$ cat src/rtl/job_dispatcher_if.sv
`default_nettype none
`timescale 1ns/1ps
// +--------------------------------------------------------------------------+
// | job_dispatcher_if                                                        |
// | Descriptor stream, slot-load bus, batch control and status bundle for    |
// | the job dispatcher.                                                      |
// | Revision: 1.0 - initial release                                          |
// +--------------------------------------------------------------------------+
interface job_dispatcher_if #(
  parameter int NUM_DECOMPRESSOR = 2
);
  // host-side descriptor stream
  logic                        desc_valid;
  logic                        desc_ready;
  logic [63:0]                 desc_src_addr;
  logic [63:0]                 desc_des_addr;
  logic [34:0]                 desc_comp_len;
  logic [31:0]                 desc_decomp_len;
  logic                        desc_last;
  // per-slot load bus
  logic                        job_valid_o;
  logic [15:0]                 job_id_o;
  logic [63:0]                 src_addr_o;
  logic [63:0]                 des_addr_o;
  logic [34:0]                 compression_length_o;
  logic [31:0]                 decompression_length_o;
  // batch control and status
  logic                        start_o;
  logic                        io_idle_i;
  logic                        io_done_i;
  logic [NUM_DECOMPRESSOR-1:0] dec_done_i;
  logic                        batch_done_o;
  logic                        busy_o;
  logic [31:0]                 jobs_done_cnt_o;
  logic                        err_o;

  // dispatcher side
  modport slave (
    input  desc_valid, desc_src_addr, desc_des_addr, desc_comp_len,
           desc_decomp_len, desc_last, io_idle_i, io_done_i, dec_done_i,
    output desc_ready, job_valid_o, job_id_o, src_addr_o, des_addr_o,
           compression_length_o, decompression_length_o, start_o,
           batch_done_o, busy_o, jobs_done_cnt_o, err_o
  );

  // host / environment side
  modport master (
    output desc_valid, desc_src_addr, desc_des_addr, desc_comp_len,
           desc_decomp_len, desc_last, io_idle_i, io_done_i, dec_done_i,
    input  desc_ready, job_valid_o, job_id_o, src_addr_o, des_addr_o,
           compression_length_o, decompression_length_o, start_o,
           batch_done_o, busy_o, jobs_done_cnt_o, err_o
  );
endinterface
`default_nettype wire

$ cat src/rtl/job_dispatcher.sv
`default_nettype none
`timescale 1ns/1ps
// +--------------------------------------------------------------------------+
// | job_dispatcher                                                           |
// | Packs descriptors into batches of up to NUM_DECOMPRESSOR slots, loads    |
// | each slot, starts the batch, waits for I/O and decompressors, and keeps  |
// | completed-job statistics.                                                |
// | Revision: 1.0 - initial release                                          |
// +--------------------------------------------------------------------------+
module job_dispatcher #(
  parameter int NUM_DECOMPRESSOR = 2
) (
  input  logic             clk,
  input  logic             rst_n,
  job_dispatcher_if.slave  bus
);

  // slot counter is wide enough to hold NUM_DECOMPRESSOR itself
  localparam int                SLOT_W    = $clog2(NUM_DECOMPRESSOR + 1);
  localparam logic [SLOT_W-1:0] LAST_SLOT = SLOT_W'(NUM_DECOMPRESSOR - 1);

  typedef enum logic [2:0] {
    S_IDLE  = 3'd0,
    S_LOAD  = 3'd1,
    S_START = 3'd2,
    S_WAIT  = 3'd3,
    S_DONE  = 3'd4
  } state_e;

  state_e                      state_q, state_d;
  logic [SLOT_W-1:0]           slot_q, slot_d;
  logic [NUM_DECOMPRESSOR-1:0] batch_mask_q, batch_mask_d;
  // set for the single cycle after the closing acceptance, so START follows
  // the final load strobe rather than coinciding with it
  logic                        close_q, close_d;
  logic                        job_valid_q, job_valid_d;
  logic [15:0]                 job_id_q, job_id_d;
  logic [63:0]                 src_addr_q, src_addr_d;
  logic [63:0]                 des_addr_q, des_addr_d;
  logic [34:0]                 comp_len_q, comp_len_d;
  logic [31:0]                 decomp_len_q, decomp_len_d;
  logic [31:0]                 jobs_done_cnt_q, jobs_done_cnt_d;
  logic                        err_q, err_d;

  logic                        desc_ready;
  logic                        accept;
  logic                        desc_nonzero;
  logic [31:0]                 batch_pop;

  assign desc_ready   = (state_q == S_LOAD) && !close_q;
  assign accept       = desc_ready && bus.desc_valid;
  assign desc_nonzero = (bus.desc_comp_len != '0) && (bus.desc_decomp_len != '0);

  // number of slots loaded in the current batch
  always_comb begin
    batch_pop = '0;
    for (int i = 0; i < NUM_DECOMPRESSOR; i++) begin
      batch_pop = batch_pop + 32'(batch_mask_q[i]);
    end
  end

  // next-state, slot bookkeeping and load-bus capture
  always_comb begin
    state_d         = state_q;
    slot_d          = slot_q;
    batch_mask_d    = batch_mask_q;
    close_d         = 1'b0;
    job_valid_d     = 1'b0;
    job_id_d        = job_id_q;
    src_addr_d      = src_addr_q;
    des_addr_d      = des_addr_q;
    comp_len_d      = comp_len_q;
    decomp_len_d    = decomp_len_q;
    jobs_done_cnt_d = jobs_done_cnt_q;
    err_d           = err_q;

    case (state_q)
      S_IDLE: begin
        slot_d       = '0;
        batch_mask_d = '0;
        if (bus.io_idle_i) begin
          state_d = S_LOAD;
        end
      end

      S_LOAD: begin
        if (close_q) begin
          state_d = (batch_mask_q != '0) ? S_START : S_IDLE;
        end else if (accept) begin
          if (desc_nonzero) begin
            job_valid_d  = 1'b1;
            job_id_d     = 16'(slot_q);
            src_addr_d   = bus.desc_src_addr;
            des_addr_d   = bus.desc_des_addr;
            comp_len_d   = bus.desc_comp_len;
            decomp_len_d = bus.desc_decomp_len;
            slot_d       = slot_q + SLOT_W'(1);
            batch_mask_d = batch_mask_q | (NUM_DECOMPRESSOR'(1) << slot_q);
          end else begin
            err_d = 1'b1;
          end
          // a zero-length drop never fills a slot, so only real loads close on full
          if (bus.desc_last || (desc_nonzero && (slot_q == LAST_SLOT))) begin
            close_d = 1'b1;
          end
        end
      end

      S_START: begin
        state_d = S_WAIT;
      end

      S_WAIT: begin
        if (bus.io_done_i && (&(bus.dec_done_i | ~batch_mask_q))) begin
          state_d = S_DONE;
        end
      end

      S_DONE: begin
        jobs_done_cnt_d = jobs_done_cnt_q + batch_pop;
        state_d         = S_IDLE;
      end

      default: begin
        state_d = S_IDLE;
      end
    endcase
  end

  // state and datapath registers
  always_ff @(posedge clk) begin
    if (!rst_n) begin
      state_q         <= S_IDLE;
      slot_q          <= '0;
      batch_mask_q    <= '0;
      close_q         <= 1'b0;
      job_valid_q     <= 1'b0;
      job_id_q        <= '0;
      src_addr_q      <= '0;
      des_addr_q      <= '0;
      comp_len_q      <= '0;
      decomp_len_q    <= '0;
      jobs_done_cnt_q <= '0;
      err_q           <= 1'b0;
    end else begin
      state_q         <= state_d;
      slot_q          <= slot_d;
      batch_mask_q    <= batch_mask_d;
      close_q         <= close_d;
      job_valid_q     <= job_valid_d;
      job_id_q        <= job_id_d;
      src_addr_q      <= src_addr_d;
      des_addr_q      <= des_addr_d;
      comp_len_q      <= comp_len_d;
      decomp_len_q    <= decomp_len_d;
      jobs_done_cnt_q <= jobs_done_cnt_d;
      err_q           <= err_d;
    end
  end

  assign bus.desc_ready             = desc_ready;
  assign bus.job_valid_o            = job_valid_q;
  assign bus.job_id_o               = job_id_q;
  assign bus.src_addr_o             = src_addr_q;
  assign bus.des_addr_o             = des_addr_q;
  assign bus.compression_length_o   = comp_len_q;
  assign bus.decompression_length_o = decomp_len_q;
  assign bus.start_o                = (state_q == S_START);
  assign bus.batch_done_o           = (state_q == S_DONE);
  assign bus.busy_o                 = (state_q != S_IDLE);
  assign bus.jobs_done_cnt_o        = jobs_done_cnt_q;
  assign bus.err_o                  = err_q;

endmodule
`default_nettype wire

$ cat src/flat_wrapper.sv
// flat-port wrapper written by rule: the top's interface ports become plain ports
module job_dispatcher_flat 
#(
  parameter int NUM_DECOMPRESSOR = 2
)
  (clk, rst_n, bus_desc_valid, bus_desc_src_addr, bus_desc_des_addr, bus_desc_comp_len, bus_desc_decomp_len, bus_desc_last, bus_io_idle_i, bus_io_done_i, bus_dec_done_i, bus_desc_ready, bus_job_valid_o, bus_job_id_o, bus_src_addr_o, bus_des_addr_o, bus_compression_length_o, bus_decompression_length_o, bus_start_o, bus_batch_done_o, bus_busy_o, bus_jobs_done_cnt_o, bus_err_o);
  job_dispatcher_if #(.NUM_DECOMPRESSOR(NUM_DECOMPRESSOR)) bus_i ();
  input  logic clk;
  input  logic rst_n;
  input wire logic [$bits(bus_i.desc_valid)-1:0] bus_desc_valid;
  input wire logic [$bits(bus_i.desc_src_addr)-1:0] bus_desc_src_addr;
  input wire logic [$bits(bus_i.desc_des_addr)-1:0] bus_desc_des_addr;
  input wire logic [$bits(bus_i.desc_comp_len)-1:0] bus_desc_comp_len;
  input wire logic [$bits(bus_i.desc_decomp_len)-1:0] bus_desc_decomp_len;
  input wire logic [$bits(bus_i.desc_last)-1:0] bus_desc_last;
  input wire logic [$bits(bus_i.io_idle_i)-1:0] bus_io_idle_i;
  input wire logic [$bits(bus_i.io_done_i)-1:0] bus_io_done_i;
  input wire logic [$bits(bus_i.dec_done_i)-1:0] bus_dec_done_i;
  output wire logic [$bits(bus_i.desc_ready)-1:0] bus_desc_ready;
  output wire logic [$bits(bus_i.job_valid_o)-1:0] bus_job_valid_o;
  output wire logic [$bits(bus_i.job_id_o)-1:0] bus_job_id_o;
  output wire logic [$bits(bus_i.src_addr_o)-1:0] bus_src_addr_o;
  output wire logic [$bits(bus_i.des_addr_o)-1:0] bus_des_addr_o;
  output wire logic [$bits(bus_i.compression_length_o)-1:0] bus_compression_length_o;
  output wire logic [$bits(bus_i.decompression_length_o)-1:0] bus_decompression_length_o;
  output wire logic [$bits(bus_i.start_o)-1:0] bus_start_o;
  output wire logic [$bits(bus_i.batch_done_o)-1:0] bus_batch_done_o;
  output wire logic [$bits(bus_i.busy_o)-1:0] bus_busy_o;
  output wire logic [$bits(bus_i.jobs_done_cnt_o)-1:0] bus_jobs_done_cnt_o;
  output wire logic [$bits(bus_i.err_o)-1:0] bus_err_o;
  assign bus_i.desc_valid = bus_desc_valid;
  assign bus_i.desc_src_addr = bus_desc_src_addr;
  assign bus_i.desc_des_addr = bus_desc_des_addr;
  assign bus_i.desc_comp_len = bus_desc_comp_len;
  assign bus_i.desc_decomp_len = bus_desc_decomp_len;
  assign bus_i.desc_last = bus_desc_last;
  assign bus_i.io_idle_i = bus_io_idle_i;
  assign bus_i.io_done_i = bus_io_done_i;
  assign bus_i.dec_done_i = bus_dec_done_i;
  assign bus_desc_ready = bus_i.desc_ready;
  assign bus_job_valid_o = bus_i.job_valid_o;
  assign bus_job_id_o = bus_i.job_id_o;
  assign bus_src_addr_o = bus_i.src_addr_o;
  assign bus_des_addr_o = bus_i.des_addr_o;
  assign bus_compression_length_o = bus_i.compression_length_o;
  assign bus_decompression_length_o = bus_i.decompression_length_o;
  assign bus_start_o = bus_i.start_o;
  assign bus_batch_done_o = bus_i.batch_done_o;
  assign bus_busy_o = bus_i.busy_o;
  assign bus_jobs_done_cnt_o = bus_i.jobs_done_cnt_o;
  assign bus_err_o = bus_i.err_o;
  job_dispatcher #(.NUM_DECOMPRESSOR(NUM_DECOMPRESSOR)) u_core (.clk(clk), .rst_n(rst_n), .bus(bus_i));
endmodule
$ cat config.mk
export PLATFORM = sky130hd
export DESIGN_NAME = job_dispatcher_flat
export DESIGN_NICKNAME = d
export VERILOG_FILES = /design/src/rtl/job_dispatcher_if.sv /design/src/rtl/job_dispatcher.sv /design/src/flat_wrapper.sv
export SDC_FILE = /design/constraint.sdc
export NUM_CORES = 1
export LEC_CHECK = 0
export BUFFER_PORTS_ARGS = -buffer_cell sky130_fd_sc_hd__clkbuf_2
export CORE_AREA = 2 2 176 178
export CTS_CLUSTER_SIZE = 40
export DETAILED_ROUTE_END_ITERATION = 16
export DIE_AREA = 0 0 178 180
export HOLD_SLACK_MARGIN = 0.02
export REMOVE_ABC_BUFFERS = 1
export SYNTH_ARGS = -nofsm -noshare
export SYNTH_HDL_FRONTEND = slang
export SYNTH_SLANG_ARGS = --single-unit
export TNS_END_PERCENT = 1
$ cat constraint.sdc
create_clock -name clk -period 2.1 [get_ports clk]
set_input_delay 0.21 -clock clk [delete_from_list [all_inputs] [get_ports clk]]
set_output_delay 0.21 -clock clk [all_outputs]
set_load 0.01 [all_outputs]
==> metrics.txt <==
outcome finished with violations; failing checks negative setup slack; Async SR Flop Fraction 0%; Top FF cell, synth dfxtp_1; EDFF count, synth 0; area delta synth->final 58.1%; peak supply drop 0.542 mV; WL/cell 14.6 um; Synth Area in Compound Gates 1.42%; register clock-pin slew on the reported worst setup and hold paths 60 ps; final slew viol count 0; routed via count 9,949; most common cell in the netlist nand2_1; # setup viols final 12; Worst setup EP type register; crit start category register; TritonRoute pass-1 iters 4; period utilization 104%; PD cells 691 nW/um2; Synth top area share 47.6%; Simple-Gate Fraction of Synth Area 23.0%; largest net degree at the start of global routing 116; Synth Register Bits 239; critical path class reg2reg; met3 global-route usage 4.36%; core area 30,200 um2; Final Critical Period 2180 ps; first-pass GRT wire length 49.8 mm; Max FO, Critical Path 7; Setup Skew 6.95 ps; initial antenna violation count 0; share of cells above drive strength 1 32.9%; final hold slack 48.6 ps; busiest metal layer after global routing met2; Core Rows 64; clk buf depth 3; Root Driver clkbuf_16; required time worst endpoint 2520 ps; worst endpoint data arrival time 2600 ps; library cells used by synthesis 45; Overall Power 11,000 uW; NumNets Final 1,985; Skew-Pair Late Insertion Delay 530 ps; vias per cell 4.54; unrepaired setup endpoints after global routing yes; Tightest Hold Check Type in2reg; max-cap viol count 0; synthesized netlist cell count 1,119; XOR/XNOR Fraction of Synth Area 2.00%; Die Ht 180 um; post-synthesis mux area share 20.0%; die width 178 um; total global-route track usage 18.9%; TritonCTS Buffers 27; routability cong. 0.823; port bufs 437; fmax 459 MHz; post-synthesis cell area 10,100 um2; num ports 452; gr ovfl total 0; Seq/Total Area, Yosys 47.6%; DRC viols 0; Initial DRC Count 345; Adder-Cell Fraction of Synth Area 0.946%; Antenna Violating Nets Remaining 0; final hold vios 0; GR Util met2 34.6%; ranking of synthesized cells by area dfxtp_1 (48%), mux2i_1 (20%), nand2_1 (15%); H-tree Lvls 1; Starting Density 33.3%; largest family of logic cells by synthesized area simple AND/OR/NAND/NOR gates; post-route setup slack -78.8 ps; Post-DP HPWL 21.5 mm; global routing met1 resource utilization 21.7%; TritonCTS clock tree done; die area 32,000 um2; leading area contributor after synthesis dfxtp_1; Yosys warning count 0; DRT Wirelength 32.1 mm; number of diodes 0; leakage 0.00724 uW; clk sinks 239; synthesized area per cell 8.98 um2; Synth top cells by count nand2_1 (415), dfxtp_1 (239), mux2i_1 (201); vias in the first global route 9,957
[flip-flops by register name, summed over array words and instances, names as in the netlist, 2 cells and up]
signal                             count
u_core.batch_mask_q                    2
u_core.bus.jobs_done_cnt_o            32
u_core.bus.des_addr_o                 64
u_core.bus.decompression_length_o     32
u_core.slot_q                          2
u_core.bus.src_addr_o                 64
u_core.state_q                         3
u_core.bus.job_id_o                    2
u_core.bus.compression_length_o       35
[critical path, stage by stage (launching register included)]
cell     delay (ps)
dfxtp_2         330
inv_2            40
ha_4            260
ha_4            120
inv_2            30
fa_2            340
nor2b_2         140
buf_4           120
and4_4          250
nand4_1         120
xnor2_1         150
and2_1          150
[metal layers]
| layer | share of wire (%) | wire length (um) | vias to the layer above |
|---|---|---|---|
| met5 | 0 | 0 | - |
| met4 | 2.3 | 728 | 0 |
| met3 | 6.8 | 2190 | 55 |
| met2 | 50 | 16100 | 330 |
| met1 | 41 | 13000 | 4590 |
| li1 | - | - | 4974 |
[worst paths after layout]
| path | startpoint | endpoint | slack (ps) | cells past startpoint |
|---|---|---|---|---|
| max | u_core.batch_mask_q[1] | u_core.bus.jobs_done_cnt_o[28] | -80 | 11 |
| max reg2reg | u_core.batch_mask_q[1] | u_core.bus.jobs_done_cnt_o[28] | -80 | 11 |
| min reg2reg | u_core.bus.err_o | u_core.bus.err_o | 450 | 2 |
| min | bus_desc_decomp_len[29] | u_core.bus.decompression_length_o[29] | 50 | 4 |
[layout make-up]
| cell class | instances | area, um2 |
|---|---|---|
| clock buffer | 40 | 815 |
| clock inverter | 8 | 75.1 |
| fill | 2736 | 14300 |
| inverter | 9 | 33.8 |
| multi-input combinational | 795 | 4910 |
| sequential | 239 | 4790 |
| tap | 396 | 495 |
| timing repair buffer | 703 | 4780 |
[stage by stage]
stage	util, %	setup TNS (ps)	setup slack, ps	instances	instance area, um2
after floorplan	-	-2154910	-10640	1043	9640
after global placement	43.2	-33700	-257	1953	13100
after detailed placement	43.2	-45220	-346	1953	13100
after CTS	52.4	-817	-96.8	2187	15800
after global routing	52.7	-1990	-161	2190	15900
final	52.7	-417	-78.8	2190	15900
[timing repair]
action	4_1_cts	5_1_grt
endpoints found under the hold margin	181	0
hold buffers	181	0
pin swaps	8	10
setup endpoints to repair	214	122
buffers inserted	5	3
gates resized for setup	13	9
[cell usage in the layout, fill, tap and decap left out, types with 2 or more instances in the layout]
master and n:
ha_4 2, or3_1 5, inv_2 4, nand3_1 11, nor4_1 13, a21oi_1 3, dfxtp_1 237, clkinv_2 4
dlygate4sd3_1 181, nor2_1 5, clkbuf_16 27, nand2b_1 5, dfxtp_2 2, conb_1 14, nor4_2 4, nand2_1 415
o31ai_1 2, clkbuf_1 4, buf_12 11, xor2_1 6, inv_1 5, xnor2_1 17, and2_1 28, clkbuf_8 9
nor3_1 3, nor3b_1 2, ha_1 4, clkbuf_2 436, nand4_1 17, mux2i_1 201, a21boi_1 2, and3_1 4
and4_1 4, a21boi_0 3, buf_4 74, o21ai_0 4, a32o_1 3, nor3_4 3
[power by group]
group          total [uW]  internal (uW)  switching, uW  leakage, uW
combinational        1500            784            717      0.00486
sequential           4800           4710           95.6      0.00194
clock                4690           2790           1900     0.000441
total               11000           8280           2710      0.00724
[cells by family after synthesis]
logic type | count (synthesis)
DFF | 239
and+or+nand+nor | 530
muxes | 201
other | 1
AOI/OAI and AO/OA | 20
adders and majority gates | 7
buffers and inverters | 98
xor gates and xnor gates | 23
(Power assumes the default switching activity.)
